==> src/rtl/stack_seq.sv <==
// Stack sequencer: expands CALL/RET/INT/RETI into ordered push/pop memory transfers.
// Define STACK_BOUNDS_CHECK_EN to enable stack bounds checking and the sticky err flag.
module stack_seq #(
  parameter int          FLAG_W      = 8,
  parameter logic [31:0] STACK_BASE  = 32'h2000,
  parameter logic [31:0] STACK_LIMIT = 32'h2FFF
) (
  input  logic              clk,
  input  logic              rst,
  input  logic              call_req,
  input  logic              ret_req,
  input  logic              int_req,
  input  logic              reti_req,
  input  logic [31:0]       pc_in,
  input  logic [FLAG_W-1:0] flags_in,
  input  logic [31:0]       sp_addr,
  output logic [1:0]        sp_select,
  output logic              mem_req,
  output logic              mem_we,
  output logic [31:0]       mem_addr,
  output logic [31:0]       mem_wdata,
  input  logic              mem_ack,
  input  logic [31:0]       mem_rdata,
  output logic [31:0]       pc_out,
  output logic [FLAG_W-1:0] flags_out,
  output logic              done,
  output logic              busy,
  output logic              err
);

  // Handshake: mem_req holds with stable mem_we/mem_addr/mem_wdata until mem_ack;
  // a transfer completes on the cycle where mem_req and mem_ack are both high.
  typedef enum logic [2:0] {
    IDLE, PUSH_PC, PUSH_FL, POP_FL, POP_PC, DONE
  } state_t;

  state_t            state, state_nxt;
  logic [31:0]       pc_q;
  logic [FLAG_W-1:0] flags_q;
  logic              int_q;
  logic              any_req;
  logic              viol;
  logic              push_st;
  logic              pop_st;

  assign any_req = call_req | ret_req | int_req | reti_req;
  assign push_st = (state == PUSH_PC) || (state == PUSH_FL);
  assign pop_st  = (state == POP_FL)  || (state == POP_PC);

`ifdef STACK_BOUNDS_CHECK_EN
  logic err_q;
  // sp_addr is the next free slot, so a pop at the base would underflow.
  assign viol = (push_st && (sp_addr > STACK_LIMIT)) ||
                (pop_st  && (sp_addr <= STACK_BASE));
  assign err  = err_q;
`else
  assign viol = 1'b0;
  assign err  = 1'b0;
`endif

  assign done = (state == DONE);
  assign busy = (state != IDLE);

  always_comb begin
    state_nxt = state;
    sp_select = 2'b00;
    mem_req   = 1'b0;
    mem_we    = 1'b0;
    mem_addr  = 32'h0;
    mem_wdata = 32'h0;
    case (state)
      IDLE: begin
        if (int_req || call_req) state_nxt = PUSH_PC;
        else if (reti_req)       state_nxt = POP_FL;
        else if (ret_req)        state_nxt = POP_PC;
      end
      PUSH_PC, PUSH_FL: begin
        if (viol) begin
          state_nxt = DONE;
        end else begin
          mem_req   = 1'b1;
          mem_we    = 1'b1;
          mem_addr  = sp_addr;
          mem_wdata = (state == PUSH_PC) ? pc_q : 32'(flags_q);
          if (mem_ack) begin
            sp_select = 2'b01;
            state_nxt = (state == PUSH_PC && int_q) ? PUSH_FL : DONE;
          end
        end
      end
      POP_FL, POP_PC: begin
        if (viol) begin
          state_nxt = DONE;
        end else begin
          mem_req  = 1'b1;
          mem_addr = sp_addr - 32'd1;
          if (mem_ack) begin
            sp_select = 2'b10;
            state_nxt = (state == POP_FL) ? POP_PC : DONE;
          end
        end
      end
      DONE:    state_nxt = IDLE;
      default: state_nxt = IDLE;
    endcase
  end

  always_ff @(posedge clk) begin
    if (rst) begin
      state     <= IDLE;
      pc_q      <= 32'h0;
      flags_q   <= '0;
      int_q     <= 1'b0;
      pc_out    <= 32'h0;
      flags_out <= '0;
`ifdef STACK_BOUNDS_CHECK_EN
      err_q     <= 1'b0;
`endif
    end else begin
      state <= state_nxt;
      if (state == IDLE && any_req) begin
        pc_q    <= pc_in;
        flags_q <= flags_in;
        int_q   <= int_req;
      end
      if (state == POP_FL && mem_ack && !viol) flags_out <= mem_rdata[FLAG_W-1:0];
      if (state == POP_PC && mem_ack && !viol) pc_out    <= mem_rdata;
`ifdef STACK_BOUNDS_CHECK_EN
      if (viol) err_q <= 1'b1;
`endif
    end
  end

endmodule

==> config.mk <==
export PLATFORM = sky130hd
export DESIGN_NAME = stack_seq
export DESIGN_NICKNAME = d
export VERILOG_FILES = /design/src/rtl/stack_seq.sv
export SDC_FILE = /design/constraint.sdc
export NUM_CORES = 1
export LEC_CHECK = 0
export BUFFER_PORTS_ARGS = -buffer_cell sky130_fd_sc_hd__buf_4
export CORE_ASPECT_RATIO = 0.8
export CORE_MARGIN = 5
export CORE_UTILIZATION = 25
export CTS_BUF_LIST = sky130_fd_sc_hd__clkbuf_4 sky130_fd_sc_hd__clkbuf_8
export DETAILED_ROUTE_END_ITERATION = 12
export PLACE_DENSITY = 0.53
export RECOVER_POWER = 100
export SYNTH_ARGS = -nofsm -noshare
export SYNTH_HDL_FRONTEND = slang
export SYNTH_SLANG_ARGS = --single-unit
==> constraint.sdc <==
create_clock -name clk -period 5.2 [get_ports clk]
set_clock_uncertainty 0.2 [all_clocks]
set_input_delay 0.26 -clock clk [delete_from_list [all_inputs] [get_ports clk]]
set_output_delay 0.26 -clock clk [all_outputs]
set_load 0.02 [all_outputs]
; ---- Word-level counts from Yosys, hierarchy flattened
; Index checks and enable logic that the tools add are counted.
[op_classes]
add_sub_neg = 1
n_bitwise = 3
mux = 16
n_reduce_logical = 11
n_eq_ne = 8
[op_table]
columns = op, count
row1 = $mux W32, 2
row2 = $pmux W32 S2, 1
row3 = $sub A32 B1 Y32 const B, 1
row4 = $mux W3, 6
row5 = $pmux W3 S3, 1
row6 = $eq A3 B2 Y1 const B, 2
row7 = $eq A3 B3 Y1 const B, 2
row8 = $logic_and A1 B1 Y1, 4
row9 = $mux W1, 4
row10 = $ne A2 B2 Y1 const B, 2
row11 = $ne A4 B4 Y1 const B, 1
row12 = $pmux W2 S2, 1
row13 = $reduce_or A2 Y1, 2
row14 = $reduce_or A4 Y1, 1
row15 = $eq A3 B1 Y1 const B, 1
row16 = $logic_not A3 Y1, 1
row17 = $or A1 B1 Y1, 3
row18 = $reduce_and A3 Y1, 1
row19 = $reduce_bool A3 Y1, 1
row20 = $mux W2, 1
row21 = $logic_or A1 B1 Y1, 1
[totals]
regBits = 84
elab_cells = 45

; ---- Depth between registers and ports, before layout
[logic_depth]
word_depth = 5
ltp_mapped = 7

; ---- Worst setup path after synthesis
; No wires, ideal clock.
[synth_path]
path_kind = input-to-output
from = in sp_addr[5]
to = out mem_addr[17]
setup_slack_ns = 2.588
arrival_time_ns = 2.152
required_ns = 4.740
cell_stages = 4
path_buffers = 0
cell_sequence = or4_1 nor4_1 nand3b_1 o31ai_1
[synth_between]
elab_chain_len = 2
[synth_lines]
columns = element, line_no
row1 = start: declaration, 16  ; input logic [31:0] sp_addr,
row2 = $sub A32 B1 Y32, 96  ; mem_addr = sp_addr - 32'd1;
row3 = $pmux W32 S2, 71  ; case (state)
row4 = end: declaration, 20  ; output logic [31:0] mem_addr,
; Every way passes these cells.

; ---- Worst setup path after layout
[layout_path]
from = in int_req
to = reg pc_q[21]
[layout_between]
elab_chain_len = 3
[layout_lines]
columns = element, line_no
row1 = start: declaration, 12  ; input logic int_req,
row2 = $or A1 B1 Y1 (2 in series), 46  ; assign any_req = call_req | ret_req | int_req | reti_req;
row3 = $logic_and A1 B1 Y1, 121  ; if (state == IDLE && any_req) begin
row4 = end signal: assignment, 122  ; pc_q <= pc_in;
row5 = end: declaration, 38  ; logic [31:0] pc_q;
; Every way passes these cells.
; A chain may end at the register's enable or synchronous reset.

==> results.txt <==
The initial standard-cell utilization of the core is approximately a quarter. The final reports fail on capacitance limit, slew limit. The met1 demand-to-capacity share in global routing came out at 20.3%. The highest fanout seen on the critical path is 22. The worst vdd rail ir drop came out at approximately 0.17 mV. The number of instances in the synthesized netlist is 600. The synthesized area per cell is between 7 and 8 um2. The worst-skew pair later-pin latency came out at approximately 0.36 ns. The layer flagged by global routing as most heavily used is met2. The final hold violation count was 0.

The clock period minus final worst setup slack came out at roughly 4 ns. The headroom to the max-slew limit is -45.1%. The aggregate global-route resource usage came out at roughly 16%. The post-detailed-route DRC marker count is 0. The routed length per instance came out at 14.6 um. The tree is rooted in a clkbuf_8. The number of antenna violations at the first check in global routing was 0.

The number of nets handed over by synthesis was 712. Setup violations remaining at the end of the flow were counted as 0. The achievable clock frequency is between 200 and 250 MHz. Entering global routing, the biggest net connects 85 pins. The total count of max-transition violations in the final report came to 62. The start point of the worst hold path is ret_req.

The library cell used most frequently in the layout, excluding fill and tap cells, is nand2_1. The wire length after detailed routing is 16000 um. From synthesis to final layout, the design area changed by 57.4%. Setup repair after global routing left no endpoint under its margin.

The flow ran to the end, but the final reports show violations. The number of filler cells placed in the layout is 1813. The total iterations of the first detailed-routing run is 4. The placeable core region is 16600 um2.

The die is 126 um tall. The number of storage elements in the synthesis netlist came out at 84. The per-cell via count in the routed design came out at 4.65. The post-cts sizing count came out at 0. The final total negative setup slack is 0 ns. The total CTS buffers is 9. The number of placement rows is 42. The fraction of met2 tracks used by global routing came out at 24.5%. The setup slack on the worst flop-to-flop path came out at 1.90 ns.

For this design the ratio of total power to cell area is 295 nW/um2. The fraction of the yosys area taken by sequential cells is 39.8%. The final estimated routing congestion in global placement is 0.805.

The area of the mapped netlist is 4220 um2. For this run, the leading register cell type out of synthesis is dfxtp_1. The post-detailed-route count of antenna-violating nets came out at 0. The total number of yosys warnings is 0. Pin placement for this block handled between 200 and 250 I/O pins. The area enclosed by the die boundary came out at about 20000 um2. The number of buffer cells added on primary ports came out at between 200 and 250. The tool flagged a number of max-cap violations equal to 2.

The count of routing violations after the opening detailed-route iteration is 220. In this run the critical register-to-register path is launched from state[2]$_SDFFE_PP0P_. The post-route netlist has between 10% and 20% of its cells at a drive strength greater than 1. The critical setup path kind is in -> reg. The number of instances in the placed design is 1004.

The static power due to leakage is 0.00260 uW. The first-pass GRT wire length came out at roughly 26000 um. In the layout the commonest cells are nand2_1 (180), buf_4 (137), a21oi_1 (94). The via count of the first global-routing pass came out at roughly 5000. The worst setup path is captured at a flip-flop.

The count of flip-flops with a built-in enable after synthesis is 0. The clock passes through at most 2 buffers. Measured in cells, the most critical reg-to-reg path has a length of 5.

The width of the die came out at 155 um. The final worst-path cycle share is roughly 79%. STA classifies the critical path startpoint as an input pin.

The TritonCTS sink count is 84. The antenna diode count is 0. The number of different library cells in the post-synthesis netlist is 48.

The transition at the pin with the smallest max-transition slack came out at 2.15 ns. The via count of the routed design is 5083. The fraction of synthesis flops using an asynchronous set or reset pin came out at 0%.

For the worst setup path, the data required time is between 5 and 6 ns. Once layout is complete, the cells apart from fillers number 1094. The routing usage on met3 came out at 6.14%. The min-delay analysis places its worst path in the category in -> reg. The clock-pin transition on the worst setup and hold timing paths came out at 0.09 ns. The HPWL after detailed placement came out at ~11000 um. The critical path arrival is 4.20 ns. The worst hold path terminates at state[2]$_SDFFE_PP0P_. The count of H-tree levels built during CTS is 3.

TritonCTS built the clock tree. In this run the critical register-to-register path is captured at pc_q[21]$_SDFFE_PP0P_. The final global-route overflow total came out at 0. The net total in the final layout came out at 981. The cell depth of the worst hold path came out at 3.
## state kept, by name, summed over array words and instances (netlist names)
signal	cells
pc_out	32
flags_out	8
state	3
pc_q	32
flags_q	8
int_q	1
## how the worst max path moves through the flow
| stage | slack, ns | to | cells past startpoint | startpoint |
|---|---|---|---|---|
| 3_5_place_dp | 1.95 | mem_addr[24] | 6 | state[2]$_SDFFE_PP0P_ |
| 5_1_grt | 0.63 | pc_q[29]$_SDFFE_PP0P_ | 7 | int_req |
| 4_1_cts | 1.55 | mem_addr[24] | 6 | state[2]$_SDFFE_PP0P_ |
| 3_3_place_gp | 2.07 | mem_addr[24] | 6 | state[2]$_SDFFE_PP0P_ |
| 6_report | 1.10 | pc_q[21]$_SDFFE_PP0P_ | 7 | int_req |
| 2_1_floorplan | 2.59 | mem_addr[17] | 4 | sp_addr[5] |
## per-layer routing
metal	vias up	wire, um	part of all wire (%)
li1	2594	-	-
met1	2280	6980	44
met2	192	6960	44
met3	17	1770	11
met4	0	261	1.6
met5	-	0	0
## power by group
| group | internal [uW] | switching [uW] |
|---|---|---|
| clock | 252 | 238 |
| combinational | 260 | 465 |
| sequential | 704 | 39.5 |
| total | 1220 | 743 |
## layout make-up
cell class	count	area [um2]	share of cell area (%)
Clock buffer	12	159	2.39
Clock inverter	4	47.5	0.715
Inverter	7	26.3	0.395
Multi-Input combinational cell	467	2350	35.4
Sequential cell	84	1680	25.3
Tap cell	220	275	4.14
Timing Repair Buffer	300	2100	31.6
## per-stage QoR
stage / worst slack, ns / hold slack, ns / util [%] / total power, uW / area [um2]
after global placement: 2.07 / 0.240 / 36.5 / 1510 / 6040
final: 1.10 / 0.0421 / 40.2 / 1960 / 6650
after global routing: 0.634 / 0.0436 / 40.2 / 2100 / 6650
after floorplan: 2.59 / 0.196 / - / 1190 / 4220
after CTS: 1.55 / 0.0232 / 42.2 / 2050 / 6990
after detailed placement: 1.95 / 0.243 / 36.5 / 1510 / 6040
## synth_stat cells, types with 2 or more instances
cell      count  share of area (%)
nand2_1     180                 16
a21oi_1      94                 11
a21o_1        2               0.36
a22oi_1       9                1.6
and3_1        2               0.30
inv_1         7               0.62
o31ai_1       4               0.71
o21ai_1       2               0.24
or3_1        11                1.6
nand2b_1      3               0.44
nand4_1       5               0.74
clkbuf_1     38                3.4
nor2b_1       5               0.74
nand3_1      11                1.3
o211ai_1      4               0.71
o311ai_0      6                1.2
or2_2         3               0.44
o21ai_0      28                3.3
nor2_1       26                2.3
nor4_1        2               0.30
nand3b_1      3               0.53
and2_1       26                3.9
or4b_1        2               0.47
o22ai_1       2               0.30
or4_1         6                1.1
buf_1         2               0.18
nor3_1        9                1.1
a31oi_1       5               0.74
dfxtp_1      84                 40
## timing repair
| item | 4_1_cts | 5_1_grt |
|---|---|---|
| hold buffers | 74 | 0 |
| hold endpoints to repair | 82 | 0 |
| buffers inserted | 0 | 0 |
## critical path, stage by stage
cell           delay (ns)
dlygate4sd3_1        0.56
clkbuf_1             0.13
or3_1                0.43
o21ai_0              1.64
clkbuf_1             0.84
nand2_1              0.14
a21oi_1              0.18
## logic make-up after synthesis
logic type,after synthesis,synth area share [%]
simple gates,300,33.0
compound gates,163,21.8
flops,84,39.8
buf+inv,49,4.47
mux,2,0.504
fa+ha+maj,1,0.296
other cells,1,0.0888
Power figures use the tool's default switching activity.
